<file path="src/rtl/hyperbus_cfg_regs_shadow.sv">
// HyperBus config register file with shadow/active copies and a commit FSM.
// Define HYPERBUS_CFG_AUTOCOMMIT_EN to commit pending writes whenever no transfer is in flight.
package hyperbus_cfg_shadow_pkg;
  typedef struct packed {
    logic [3:0]  t_latency_access;
    logic        en_latency_additional;
    logic [15:0] t_burst_max;
    logic [3:0]  t_read_write_recovery;
    logic [3:0]  t_rx_clk_delay;
    logic [3:0]  t_tx_clk_delay;
    logic [4:0]  address_mask_msb;
    logic        address_space;
  } hyper_cfg_t;

  typedef struct packed {
    logic [31:0] addr;
    logic        write;
    logic [31:0] wdata;
    logic [3:0]  wstrb;
    logic        valid;
  } reg_req_t;

  typedef struct packed {
    logic [31:0] rdata;
    logic        error;
    logic        ready;
  } reg_rsp_t;

  typedef struct packed {
    logic [31:0] idx;
    logic [31:0] start_addr;
    logic [31:0] end_addr;
  } rule_t;
endpackage

module hyperbus_cfg_regs_shadow
  import hyperbus_cfg_shadow_pkg::hyper_cfg_t;
#(
  parameter int unsigned NumChips       = 2,
  parameter int unsigned RegAddrWidth   = 32,
  parameter int unsigned RegDataWidth   = 32,
  parameter int unsigned CommitCntWidth = 16,
  parameter type reg_req_t = hyperbus_cfg_shadow_pkg::reg_req_t,
  parameter type reg_rsp_t = hyperbus_cfg_shadow_pkg::reg_rsp_t,
  parameter type rule_t    = hyperbus_cfg_shadow_pkg::rule_t,
  parameter logic [RegAddrWidth-1:0] RstChipBase  = 32'h8000_0000,
  parameter logic [RegAddrWidth-1:0] RstChipSpace = 32'h0400_0000
) (
  input  logic                     clk_i,
  input  logic                     rst_ni,
  input  reg_req_t                 reg_req_i,
  output reg_rsp_t                 reg_rsp_o,
  input  logic                     trans_active_i,
  output hyper_cfg_t               cfg_o,
  output rule_t [NumChips-1:0]     chip_rules_o,
  output logic                     pending_o,
  output logic                     cfg_update_o
);

  localparam int unsigned NumRegs = 10 + 2 * NumChips;
  localparam int unsigned IdxW    = $clog2(NumRegs);
  localparam int unsigned IdxLsb  = $clog2(RegDataWidth / 8);

`ifdef HYPERBUS_CFG_AUTOCOMMIT_EN
  localparam bit AutoCommit = 1'b1;
`else
  localparam bit AutoCommit = 1'b0;
`endif

  localparam hyper_cfg_t RstCfg = '{
    t_latency_access:      4'd6,
    en_latency_additional: 1'b0,
    t_burst_max:           16'd350,
    t_read_write_recovery: 4'd6,
    t_rx_clk_delay:        4'd8,
    t_tx_clk_delay:        4'd8,
    address_mask_msb:      5'd25,
    address_space:         1'b0
  };

  typedef enum logic [1:0] {StIdle, StPending, StArmed, StCommit} state_e;

  typedef logic [NumChips-1:0][1:0][RegDataWidth-1:0] ranges_t;

  state_e                    state_q;
  hyper_cfg_t                cfg_sh_q, cfg_act_q, cfg_wr;
  ranges_t                   rng_sh_q, rng_act_q, rng_wr, rng_rst;
  logic                      lock_q, pending_q, cfg_update_q;
  logic [CommitCntWidth-1:0] cnt_q;

  logic [IdxW-1:0]         reg_idx;
  int unsigned             idx_u;
  logic [RegDataWidth-1:0] rd_val, wmask, merged;
  logic is_cfg, is_ctrl, is_stat, is_rng, unmapped;
  logic ready, accepted, sh_wr, ctrl_wr, do_commit, do_lock, do_discard;
  logic unused_addr;

  assign reg_idx     = reg_req_i.addr[IdxLsb +: IdxW];
  assign unused_addr = ^reg_req_i.addr;

  always_comb begin
    for (int unsigned i = 0; i < NumChips; i++) begin
      rng_rst[i][0] = RegDataWidth'(RstChipBase + RstChipSpace * i);
      rng_rst[i][1] = RegDataWidth'(RstChipBase + RstChipSpace * (i + 1));
    end
  end

  // Address decode and shadow read mux
  always_comb begin
    idx_u    = 32'(reg_idx);
    is_cfg   = idx_u < 8;
    is_ctrl  = idx_u == 8;
    is_stat  = idx_u == 9;
    is_rng   = (idx_u >= 10) && (idx_u < NumRegs);
    unmapped = idx_u >= NumRegs;
    rd_val   = '0;
    case (idx_u)
      0: rd_val = RegDataWidth'(cfg_sh_q.t_latency_access);
      1: rd_val = RegDataWidth'(cfg_sh_q.en_latency_additional);
      2: rd_val = RegDataWidth'(cfg_sh_q.t_burst_max);
      3: rd_val = RegDataWidth'(cfg_sh_q.t_read_write_recovery);
      4: rd_val = RegDataWidth'(cfg_sh_q.t_rx_clk_delay);
      5: rd_val = RegDataWidth'(cfg_sh_q.t_tx_clk_delay);
      6: rd_val = RegDataWidth'(cfg_sh_q.address_mask_msb);
      7: rd_val = RegDataWidth'(cfg_sh_q.address_space);
      8: rd_val[1] = lock_q;
      9: begin
        rd_val[0]                   = pending_q;
        rd_val[1]                   = lock_q;
        rd_val[16 +: CommitCntWidth] = cnt_q;
      end
      default: ;
    endcase
    for (int unsigned i = 0; i < NumChips; i++) begin
      if (idx_u == 10 + 2 * i) rd_val = rng_sh_q[i][0];
      if (idx_u == 11 + 2 * i) rd_val = rng_sh_q[i][1];
    end
  end

  // Byte-masked merge onto the current shadow value, truncated per field
  always_comb begin
    for (int unsigned b = 0; b < RegDataWidth / 8; b++) begin
      wmask[8*b +: 8] = {8{reg_req_i.wstrb[b]}};
    end
    merged = (rd_val & ~wmask) | (reg_req_i.wdata & wmask);
    cfg_wr = cfg_sh_q;
    case (idx_u)
      0: cfg_wr.t_latency_access      = merged[3:0];
      1: cfg_wr.en_latency_additional = merged[0];
      2: cfg_wr.t_burst_max           = merged[15:0];
      3: cfg_wr.t_read_write_recovery = merged[3:0];
      4: cfg_wr.t_rx_clk_delay        = merged[3:0];
      5: cfg_wr.t_tx_clk_delay        = merged[3:0];
      6: cfg_wr.address_mask_msb      = merged[4:0];
      7: cfg_wr.address_space         = merged[0];
      default: ;
    endcase
    rng_wr = rng_sh_q;
    for (int unsigned i = 0; i < NumChips; i++) begin
      if (idx_u == 10 + 2 * i) rng_wr[i][0] = merged;
      if (idx_u == 11 + 2 * i) rng_wr[i][1] = merged;
    end
  end

  always_comb begin
    ready      = state_q != StCommit;
    accepted   = reg_req_i.valid && ready;
    sh_wr      = accepted && reg_req_i.write && (is_cfg || is_rng) && !lock_q;
    ctrl_wr    = accepted && reg_req_i.write && is_ctrl && reg_req_i.wstrb[0];
    do_commit  = ctrl_wr && reg_req_i.wdata[0];
    do_lock    = ctrl_wr && reg_req_i.wdata[1];
    do_discard = ctrl_wr && reg_req_i.wdata[2];
    reg_rsp_o       = '0;
    reg_rsp_o.ready = ready;
    reg_rsp_o.rdata = rd_val;
    reg_rsp_o.error = accepted && (unmapped ||
                      (reg_req_i.write && (is_stat || (lock_q && (is_cfg || is_rng)))));
  end

  always_ff @(posedge clk_i) begin
    if (!rst_ni) begin
      state_q      <= StIdle;
      cfg_sh_q     <= RstCfg;
      cfg_act_q    <= RstCfg;
      rng_sh_q     <= rng_rst;
      rng_act_q    <= rng_rst;
      lock_q       <= 1'b0;
      cnt_q        <= '0;
      pending_q    <= 1'b0;
      cfg_update_q <= 1'b0;
    end else begin
      cfg_update_q <= 1'b0;
      if (sh_wr) begin
        cfg_sh_q <= cfg_wr;
        rng_sh_q <= rng_wr;
      end
      if (do_lock) lock_q <= 1'b1;
      case (state_q)
        StIdle: begin
          if (sh_wr) begin
            state_q   <= StPending;
            pending_q <= 1'b1;
          end
        end
        StPending, StArmed: begin
          // Discard takes priority over commit and arming
          if (do_discard) begin
            cfg_sh_q  <= cfg_act_q;
            rng_sh_q  <= rng_act_q;
            state_q   <= StIdle;
            pending_q <= 1'b0;
          end else if (state_q == StArmed || AutoCommit) begin
            if (!trans_active_i) state_q <= StCommit;
          end else if (do_commit) begin
            state_q <= StArmed;
          end
        end
        StCommit: begin
          cfg_act_q    <= cfg_sh_q;
          rng_act_q    <= rng_sh_q;
          cnt_q        <= cnt_q + 1'b1;
          state_q      <= StIdle;
          pending_q    <= 1'b0;
          cfg_update_q <= 1'b1;
        end
        default: begin
          state_q   <= StIdle;
          pending_q <= 1'b0;
        end
      endcase
    end
  end

  always_comb begin
    cfg_o = cfg_act_q;
    for (int unsigned i = 0; i < NumChips; i++) begin
      chip_rules_o[i]            = '0;
      chip_rules_o[i].idx        = i;
      chip_rules_o[i].start_addr = rng_act_q[i][0];
      chip_rules_o[i].end_addr   = rng_act_q[i][1];
    end
  end

  assign pending_o    = pending_q;
  assign cfg_update_o = cfg_update_q;

endmodule
</file>
<file path="config.mk">
export PLATFORM = sky130hd
export DESIGN_NAME = hyperbus_cfg_regs_shadow
export DESIGN_NICKNAME = d
export VERILOG_FILES = /design/src/rtl/hyperbus_cfg_regs_shadow.sv
export SDC_FILE = /design/constraint.sdc
export NUM_CORES = 1
export LEC_CHECK = 0
export ABC_AREA = 1
export CAP_MARGIN = 30
export CORE_ASPECT_RATIO = 0.8
export CORE_MARGIN = 2
export CORE_UTILIZATION = 56
export DETAILED_ROUTE_END_ITERATION = 16
export PLACE_DENSITY = 0.86
export SYNTH_ARGS = -nofsm -noshare
export SYNTH_HDL_FRONTEND = slang
export SYNTH_SLANG_ARGS = --single-unit
</file>
<file path="constraint.sdc">
create_clock -name clk_i -period 3.6 [get_ports clk_i]
set_input_delay 1.08 -clock clk_i [delete_from_list [all_inputs] [get_ports clk_i]]
set_output_delay 1.08 -clock clk_i [all_outputs]
set_load 0.03 [all_outputs]
</file>
Yosys cells after proc, flatten, opt, wreduce, memory -nomap -nowiden
Cells that the tools add are included. W data, S select, Z words.

Bits in registers: 355.

Magnitude comparators: 4. Muxes and demuxes: 36. Equality and inequality tests: 21. Bitwise logic cells: 4. Add/sub/neg operators: 1. Reductions and logical operators: 24.

Operators with widths (number): $mux W128 (3); $mux W32 (8); $mux W39 (3); $pmux W14 S6 (1); $and A32 B32 Y32 (2); $logic_not A32 Y1 (1); $mux W16 (2); $not A32 Y32 (1); $or A32 B32 Y32 (1); $eq A4 B4 Y1 const B (6); $add A16 B1 Y16 const B (1); $eq A4 B3 Y1 const B (4); $mux W4 (4); $logic_and A1 B1 Y1 (13); $mux W2 (5); $pmux W1 S9 (1); $eq A4 B2 Y1 const B (2); $ge A4 B4 Y1 const B (2); $lt A4 B4 Y1 const B (2); $ne A4 B4 Y1 const B (2); $pmux W1 S7 (1); $ne A2 B2 Y1 const B (3); $pmux W2 S3 (1); $mux W1 (5); other kinds (12) (16).

Depth between registers and ports, before layout
Gate-level depths: netlist (run 1).

Depth after elaboration: 13. Mapped depth: 13. Gate-level depth less buffers: 13.

Worst setup path before layout (run 1)
No wires, ideal clock.

Path type: input port to output port. From: in reg_req_i[41] (netlist name). To: out reg_rsp_o[25] (netlist name). Path slack: -0.056 ns. Stages: 7. Data arrival time: 2.576 ns. Path through: inv_2 -> nand2_1 -> nor2_1 -> buf_2 -> buf_2 -> a21oi_1 -> a21boi_0.

RTL lines: from (decl) (RTL line 51) `input reg_req_t reg_req_i,`; to (decl) (RTL line 52) `output reg_rsp_t reg_rsp_o,`.

==> results_tabular.tex, run 1 <==
\begin{tabular}{lr}
\hline
Metric & Value \\
\hline
\multicolumn{2}{l}{\textbf{Critical path}} \\
CP Data Required Time & 2.52 ns \\
Crit path max fanout & 5 \\
Endpoint class of the critical path & output pin \\
Slack of the worst reg-to-reg path & 1.19 ns \\
Worst setup path category & input pin to output pin \\
Critical Path Max Stage Delay & 0.18 ns \\
List of cells traversed by the critical path & buf\_2, buf\_6, nand2\_4, nor2\_1, buf\_4, buf\_12, nand2\_1, nand2\_1, nor2\_2, nand3\_1, nor2\_2, nand3\_2, buf\_12 \\
Data arrival time of the worst path & 2.53 ns \\
Critical Path Start Type & input pin \\
Kind of cell with the highest combined delay on the critical path & simple AND/OR/NAND/NOR gates \\
Worst Path Buf+Inv & 5 \\
Slowest stage cell, crit path & sky130\_fd\_sc\_hd\_\_buf\_12 \\
\multicolumn{2}{l}{\textbf{Timing}} \\
Worst-case clock skew & 0.02080 ns \\
Max-slew violation count & 0 \\
Fmax & 277.3 MHz \\
Final hold slack & 0.4761 ns \\
Setup repair after global routing missed its margin & true \\
Final worst path period need & 3.606 ns \\
Final setup violation count & 1 \\
Fraction of the cycle the final worst path needs & 100.2\% \\
Worst Max-Slew Pin Slew & 0.9485 ns \\
Post-route worst setup slack & -0.005834 ns \\
Final Hold Vio Count & 0 \\
Total negative slack & -0.005834 ns \\
Relative slew slack & 36.76\% \\
\multicolumn{2}{l}{\textbf{Clock tree}} \\
TritonCTS clock tree & yes \\
H-Tree Level Count & 2 \\
Latest clock arrival within the worst-skew pair & 0.54 ns \\
CTS sink count & 355 \\
Clock input transition at the sequential cells of the worst setup and hold paths & 0.06 ns \\
Hold-fix buffers at CTS & 0 \\
Cts bufs inserted & 36 \\
Number of buffers on the longest clock path & 3 \\
Master cell of the clock root buffer & sky130\_fd\_sc\_hd\_\_clkbuf\_16 \\
\multicolumn{2}{l}{\textbf{Global routing}} \\
Total routing usage reported by global routing & 41.34\% \\
Number of antenna violations at the first check in global routing & 1 \\
Vias in the first global route & 16,410 \\
Global route total overflow & 0 \\
Maximum number of pins on one net before global-route repair & 148 \\
First-pass GRT wire length & 98.20 mm \\
\multicolumn{2}{l}{\textbf{Place}} \\
Number of buffers added on ports & 247 \\
Detailed placement HPWL & 45.86 mm \\
Weighted congestion at the end of routability-driven global placement & 1.001 \\
Worst slack at placement & -0.5832 ns \\
\multicolumn{2}{l}{\textbf{Pwr}} \\
Highest ir drop seen on vdd & 0.4267 mV \\
Leakage power & 9.159 nW \\
Share of power burned in registers & 40.9\% \\
Logic gate share of total power & 23.0\% \\
Clk pwr share & 36.1\% \\
Power density over the cells & 514.5 nW/um2 \\
Sw frac & 32.66\% \\
Total net switching power & 3.679 mW \\
Internal power summed over all cells & 7.584 mW \\
\multicolumn{2}{l}{\textbf{Yosys}} \\
Top area cells in the synthesized netlist & sky130\_fd\_sc\_hd\_\_dfxtp\_1 (43\%), sky130\_fd\_sc\_hd\_\_o21ai\_0 (11\%), sky130\_fd\_sc\_hd\_\_a21oi\_1 (9.4\%) \\
Post-synth cell types & 36 \\
Ys Warns & 0 \\
Synthesis-stage register bit count & 355 \\
Sequential element share of the synthesized area & 42.70\% \\
Library cell with the largest summed area after synthesis & sky130\_fd\_sc\_hd\_\_dfxtp\_1 \\
Fraction of synthesized cell area taken by the top area cell type & 42.70\% \\
Post-Syn Area per Cell & 6.996 um2 \\
Synth Instances & 2,379 \\
Synthesized area & 16,640 um2 \\
\multicolumn{2}{l}{\textbf{Cells and area}} \\
Synthesis-to-layout area growth & 31.51\% \\
Final design utilization & 74.74\% \\
Number of fill cells in the layout & 2,295 \\
Share of cells above drive strength 1 & 14.48\% \\
Total Nets Final & 2,738 \\
Area occupied by multi-input gates & 8431 um2 \\
Register area & 7107 um2 \\
\multicolumn{2}{l}{\textbf{Die}} \\
Starting density of the core & 56.83\% \\
Cell row count & 56 \\
Full die area & 31,120 um2 \\
Core outline area & 29,290 um2 \\
Die Width & 196.7 um \\
Vert. Die Dim & 158.2 um \\
Ports placed on the boundary & 340 \\
\multicolumn{2}{l}{\textbf{Routing}} \\
Total routed wirelength & 66.17 mm \\
Final routed wire length divided by cell count & 21.64 um \\
Final routed DRC violation total & 0 \\
Number of DRC violations after detailed-routing iteration 0 & 2,990 \\
Vias post-DR & 18,500 \\
Total iterations of the first detailed-routing run & 8 \\
Ratio of routed vias to standard cells & 6.049 \\
Count of antenna-violating nets left after detailed routing & 0 \\
\multicolumn{2}{l}{\textbf{Flow run}} \\
Max Cap Viol & 0 \\
\multicolumn{2}{l}{\textbf{Outcome}} \\
Failing checks & negative setup slack \\
Status & complete, but fails checks \\
\multicolumn{2}{l}{\textbf{Min path}} \\
Class of the tightest hold or removal check & flip-flop to flip-flop \\
\hline
\end{tabular}
-- sequential cells by signal, indices dropped and copies added, names as in the netlist --
name	count
chip_rules_o	128
rng_sh_q	128
cfg_o	39
cfg_sh_q	39
cnt_q	16
state_q	2
cfg_update_o	1
lock_q	1
pending_o	1
-- cell usage in the layout (no fill, tap or decap), types with 20 or more instances in the layout --
master | synthesis | layout
sky130_fd_sc_hd__buf_12 | 0 | 40
sky130_fd_sc_hd__dfxtp_1 | 355 | 355
sky130_fd_sc_hd__clkbuf_16 | 0 | 37
sky130_fd_sc_hd__nand3_1 | 210 | 203
sky130_fd_sc_hd__a21oi_1 | 311 | 300
sky130_fd_sc_hd__nand2_1 | 371 | 353
sky130_fd_sc_hd__inv_1 | 96 | 91
sky130_fd_sc_hd__clkdlybuf4s50_1 | 0 | 208
sky130_fd_sc_hd__or2_2 | 34 | 33
sky130_fd_sc_hd__buf_6 | 5 | 20
sky130_fd_sc_hd__conb_1 | 2 | 64
sky130_fd_sc_hd__o21ai_0 | 370 | 366
sky130_fd_sc_hd__buf_4 | 74 | 139
sky130_fd_sc_hd__nor2_1 | 286 | 272
-- cell usage after synthesis, drive strengths merged --
cell type	instances
dfxtp	355
nand3	212
inv	104
nor4	4
nand2	374
xor2	1
o22ai	8
a21oi	311
o21a	8
and2	5
nor3	5
o211ai	19
conb	2
o21ai	375
buf	122
o21bai	7
nor2	293
o221a	1
a211oi	1
clkinv	3
nand4	16
clkbuf	111
a21boi	1
or2	34
ha	7
-- metrics by stage --
| step | instances | power (mW) | cell area, um2 |
|---|---|---|---|
| after floorplan | 2441 | 6.057 | 16880 |
| after global placement | 2979 | 7.102 | 20120 |
| after detailed placement | 2979 | 7.153 | 20120 |
| after CTS | 3053 | 11.18 | 21740 |
| after global routing | 3058 | 11.58 | 21890 |
| final | 3058 | 11.26 | 21890 |
-- tightest hold or removal path, cell delays in order, from the launching register on --
cell and delay, ns:
sky130_fd_sc_hd__dfxtp_1 0.32, sky130_fd_sc_hd__inv_1 0.05, sky130_fd_sc_hd__a21oi_1 0.06
-- cell families after synthesis --
group / share of synthesized area [%]
flip-flops: 42.70
AND/OR/NAND/NOR: 24.19
other: 0.04512
buffers and inverters: 9.863
adder cells (fa/ha/maj): 0.5262
AO/OA/AOI/OAI: 22.62
XOR/XNOR: 0.05263
-- layout make-up --
cell class	count	area share, %
multi-input cells	1746	38.52
flip-flops and latches	355	32.47
repair buffers	412	19.25
clock buffers	44	4.624
well taps	377	2.155
inverters	107	1.892
clock inverters	16	1.080
diodes	1	0.01143
-- final timing paths --
path            startpoint               end  depth (start not counted)
max          reg_req_i[41]      reg_rsp_o[5]                         13
min           rng_sh_q[19]  chip_rules_o[51]                          2
max reg2reg     state_q[1]  chip_rules_o[40]                          5
min reg2reg   rng_sh_q[19]  chip_rules_o[51]                          2
-- what timing repair did --
item,CTS,global route
cloned,2,0
pin swaps,21,13
setup endpoints to repair,33,26
gates resized for setup,89,37
buffers inserted,12,4
-- power groups by stage --
stage | logic, mW | registers, mW | clock network [mW]
6_report | 2.59 | 4.60 | 4.07
5_1_grt | 2.76 | 4.62 | 4.20
4_1_cts | 2.55 | 4.58 | 4.06
3_5_place_dp | 2.49 | 4.66 | 0
3_3_place_gp | 2.45 | 4.65 | 0
2_1_floorplan | 0.992 | 5.07 | 0
-- per-layer routing --
| layer | part of all wire (%) | vias up | global-route usage, % | wire length (um) |
|---|---|---|---|---|
| met4 | 3.0 | 0 | 12.42 | 2002 |
| met5 | 0 | - | 0 | 0 |
| met1 | 42 | 8559 | 60.97 | 27470 |
| li1 | - | 8404 | - | - |
| met3 | 14 | 152 | 9.821 | 9270 |
| met2 | 41 | 1382 | 59.45 | 27430 |
Note: power is estimated with default switching activity, not from simulation.
==> run 2: changes to the inputs <==
CORE_ASPECT_RATIO = 1.2   (was 0.8)
TNS_END_PERCENT = 100   (was not set)
==> results_tabular.tex, run 2 (synthesis gave the netlist of run 1 again) <==
\begin{tabular}{lr}
\hline
Metric & Value \\
\hline
\multicolumn{2}{l}{\textbf{Cells and area}} \\
Number of fill cells in the layout & 2,341 \\
Most common cell after layout, fill and taps aside & sky130\_fd\_sc\_hd\_\_o21ai\_0 \\
Total Nets Final & 2,712 \\
Commonest cells after routing, fill and taps aside & sky130\_fd\_sc\_hd\_\_o21ai\_0 (365), sky130\_fd\_sc\_hd\_\_dfxtp\_1 (355), sky130\_fd\_sc\_hd\_\_nand2\_1 (351) \\
Share of cells above drive strength 1 & 13.86\% \\
Synthesis-to-layout area growth & 30.26\% \\
Number of antenna cells inserted & 0 \\
Final design utilization & 73.64\% \\
\multicolumn{2}{l}{\textbf{Clock tree}} \\
Hold-fix buffers at CTS & 0 \\
Master cell of the clock root buffer & sky130\_fd\_sc\_hd\_\_clkbuf\_16 \\
H-Tree Level Count & 2 \\
Cts bufs inserted & 37 \\
Clock input transition at the sequential cells of the worst setup and hold paths & 0.06 ns \\
Number of buffers on the longest clock path & 3 \\
CTS sink count & 355 \\
Latest clock arrival within the worst-skew pair & 0.53 ns \\
TritonCTS clock tree & yes \\
\multicolumn{2}{l}{\textbf{Pwr}} \\
Highest ir drop seen on vdd & 0.5117 mV \\
Leakage power & 9.045 nW \\
Power density over the cells & 515.0 nW/um2 \\
Pwr Total & 11.17 mW \\
\multicolumn{2}{l}{\textbf{Critical path}} \\
Worst setup path category & input pin to output pin \\
Endpoint class of the critical path & output pin \\
Cell count of the worst reg-to-reg path & 11 \\
Destination of the worst register-to-register timing path & cnt\_q[15] \\
Startpoint of the most critical register-to-register path & state\_q[1] \\
Crit path max fanout & 5 \\
Critical Path Start Type & input pin \\
Slack of the worst reg-to-reg path & 0.72 ns \\
CP Data Required Time & 2.52 ns \\
Data arrival time of the worst path & 2.49 ns \\
\multicolumn{2}{l}{\textbf{Timing}} \\
Setup repair after global routing missed its margin & true \\
Post-route worst setup slack & 0.02982 ns \\
Fmax & 280.1 MHz \\
Worst Max-Slew Pin Slew & 0.9630 ns \\
Worst-case clock skew & 0.01846 ns \\
Max-slew violation count & 0 \\
Relative slew slack & 35.80\% \\
Fraction of the cycle the final worst path needs & 99.17\% \\
Final hold slack & 0.4689 ns \\
Final setup violation count & 0 \\
Final Hold Vio Count & 0 \\
Final worst path period need & 3.570 ns \\
\multicolumn{2}{l}{\textbf{Global routing}} \\
First-pass GRT wire length & 93.98 mm \\
Number of antenna violations at the first check in global routing & 0 \\
Total routing usage reported by global routing & 38.43\% \\
Global route total overflow & 0 \\
Vias in the first global route & 16,920 \\
Maximum number of pins on one net before global-route repair & 198 \\
\multicolumn{2}{l}{\textbf{Routing}} \\
Number of DRC violations after detailed-routing iteration 0 & 2,412 \\
Total routed wirelength & 61.81 mm \\
Vias post-DR & 18,130 \\
Final routed wire length divided by cell count & 20.29 um \\
Count of antenna-violating nets left after detailed routing & 0 \\
Final routed DRC violation total & 0 \\
Total iterations of the first detailed-routing run & 5 \\
Ratio of routed vias to standard cells & 5.951 \\
\multicolumn{2}{l}{\textbf{Place}} \\
Worst slack at placement & -0.8341 ns \\
Weighted congestion at the end of routability-driven global placement & 0.9735 \\
Number of buffers added on ports & 247 \\
Detailed placement HPWL & 41.77 mm \\
\multicolumn{2}{l}{\textbf{Outcome}} \\
Status & completed \\
\multicolumn{2}{l}{\textbf{Die}} \\
Full die area & 31,120 um2 \\
Ports placed on the boundary & 340 \\
Die Width & 161.4 um \\
Core outline area & 29,440 um2 \\
Cell row count & 69 \\
Starting density of the core & 56.53\% \\
Vert. Die Dim & 192.9 um \\
\multicolumn{2}{l}{\textbf{Min path}} \\
Number of cells on the worst hold path & 2 \\
Hold path endpoint & chip\_rules\_o[51] \\
Hold Crit Start & rng\_sh\_q[19] \\
Class of the tightest hold or removal check & flip-flop to flip-flop \\
\multicolumn{2}{l}{\textbf{Flow run}} \\
Max Cap Viol & 0 \\
\hline
\end{tabular}
run 2: layout make-up:
| cell class | count | area [um2] | share of cell area (%) |
|---|---|---|---|
| Tap cell | 390 | 488.0 | 2.251 |
| Clock inverter | 11 | 165.2 | 0.7618 |
| Timing Repair Buffer | 385 | 3918 | 18.07 |
| Sequential cell | 355 | 7107 | 32.78 |
| Clock buffer | 52 | 1105 | 5.096 |
| Multi-Input combinational cell | 1746 | 8473 | 39.08 |
| Inverter | 107 | 424.2 | 1.956 |
run 2: timing repair:
action,in CTS,in global routing
setup endpoints to repair,33,31
resized for setup,105,39
gates cloned,2,0
setup buffers,10,9
pin swaps,13,16
run 2: where the power goes:
group	total [mW]	leakage [nW]	switching [mW]	internal [mW]
Combinational	2.54	5.55	1.65	0.894
Clock	4.04	0.625	1.61	2.43
Sequential	4.58	2.87	0.328	4.25
Total	11.2	9.05	3.59	7.57
run 2: worst max-delay path: stages:
cell                       delay, ns
sky130_fd_sc_hd__buf_4          0.13
sky130_fd_sc_hd__buf_6          0.14
sky130_fd_sc_hd__inv_6          0.07
sky130_fd_sc_hd__nand2_4        0.06
sky130_fd_sc_hd__nor2_4         0.18
sky130_fd_sc_hd__buf_12         0.14
sky130_fd_sc_hd__nand2_1        0.05
sky130_fd_sc_hd__o21ai_1        0.13
sky130_fd_sc_hd__a21oi_2        0.11
sky130_fd_sc_hd__a21boi_2       0.23
sky130_fd_sc_hd__buf_6          0.16
run 2: worst max-delay path by stage:
stage,end,start,cells after the start,slack [ns]
after floorplan,reg_rsp_o[25],reg_req_i[41],7,0.17
after global placement,reg_rsp_o[2],reg_req_i[43],10,-0.80
after detailed placement,reg_rsp_o[2],reg_req_i[43],10,-0.83
after CTS,reg_rsp_o[19],reg_req_i[40],11,-0.04
after global routing,reg_rsp_o[27],reg_req_i[43],10,-0.02
final,reg_rsp_o[25],reg_req_i[40],11,0.03
run 2: metal layers:
layer,global-route usage (%),part of all wire [%],vias up,routed length (um)
met5,0,0,-,0
met4,19.20,5.1,0,3128
met3,6.447,11,209,6750
met2,62.18,46,1176,28270
met1,49.79,38,8379,23670
li1,-,-,8364,-
run 2: metrics by stage:
stage | instance area (um2) | setup TNS (ns) | std cells
floorplan | 16880 | 0 | 2441
global placement | 19820 | -19.63 | 2968
detailed placement | 19820 | -22.73 | 2968
CTS | 21490 | -0.1407 | 3039
global route | 21680 | -0.03955 | 3046
finish | 21680 | 0 | 3046
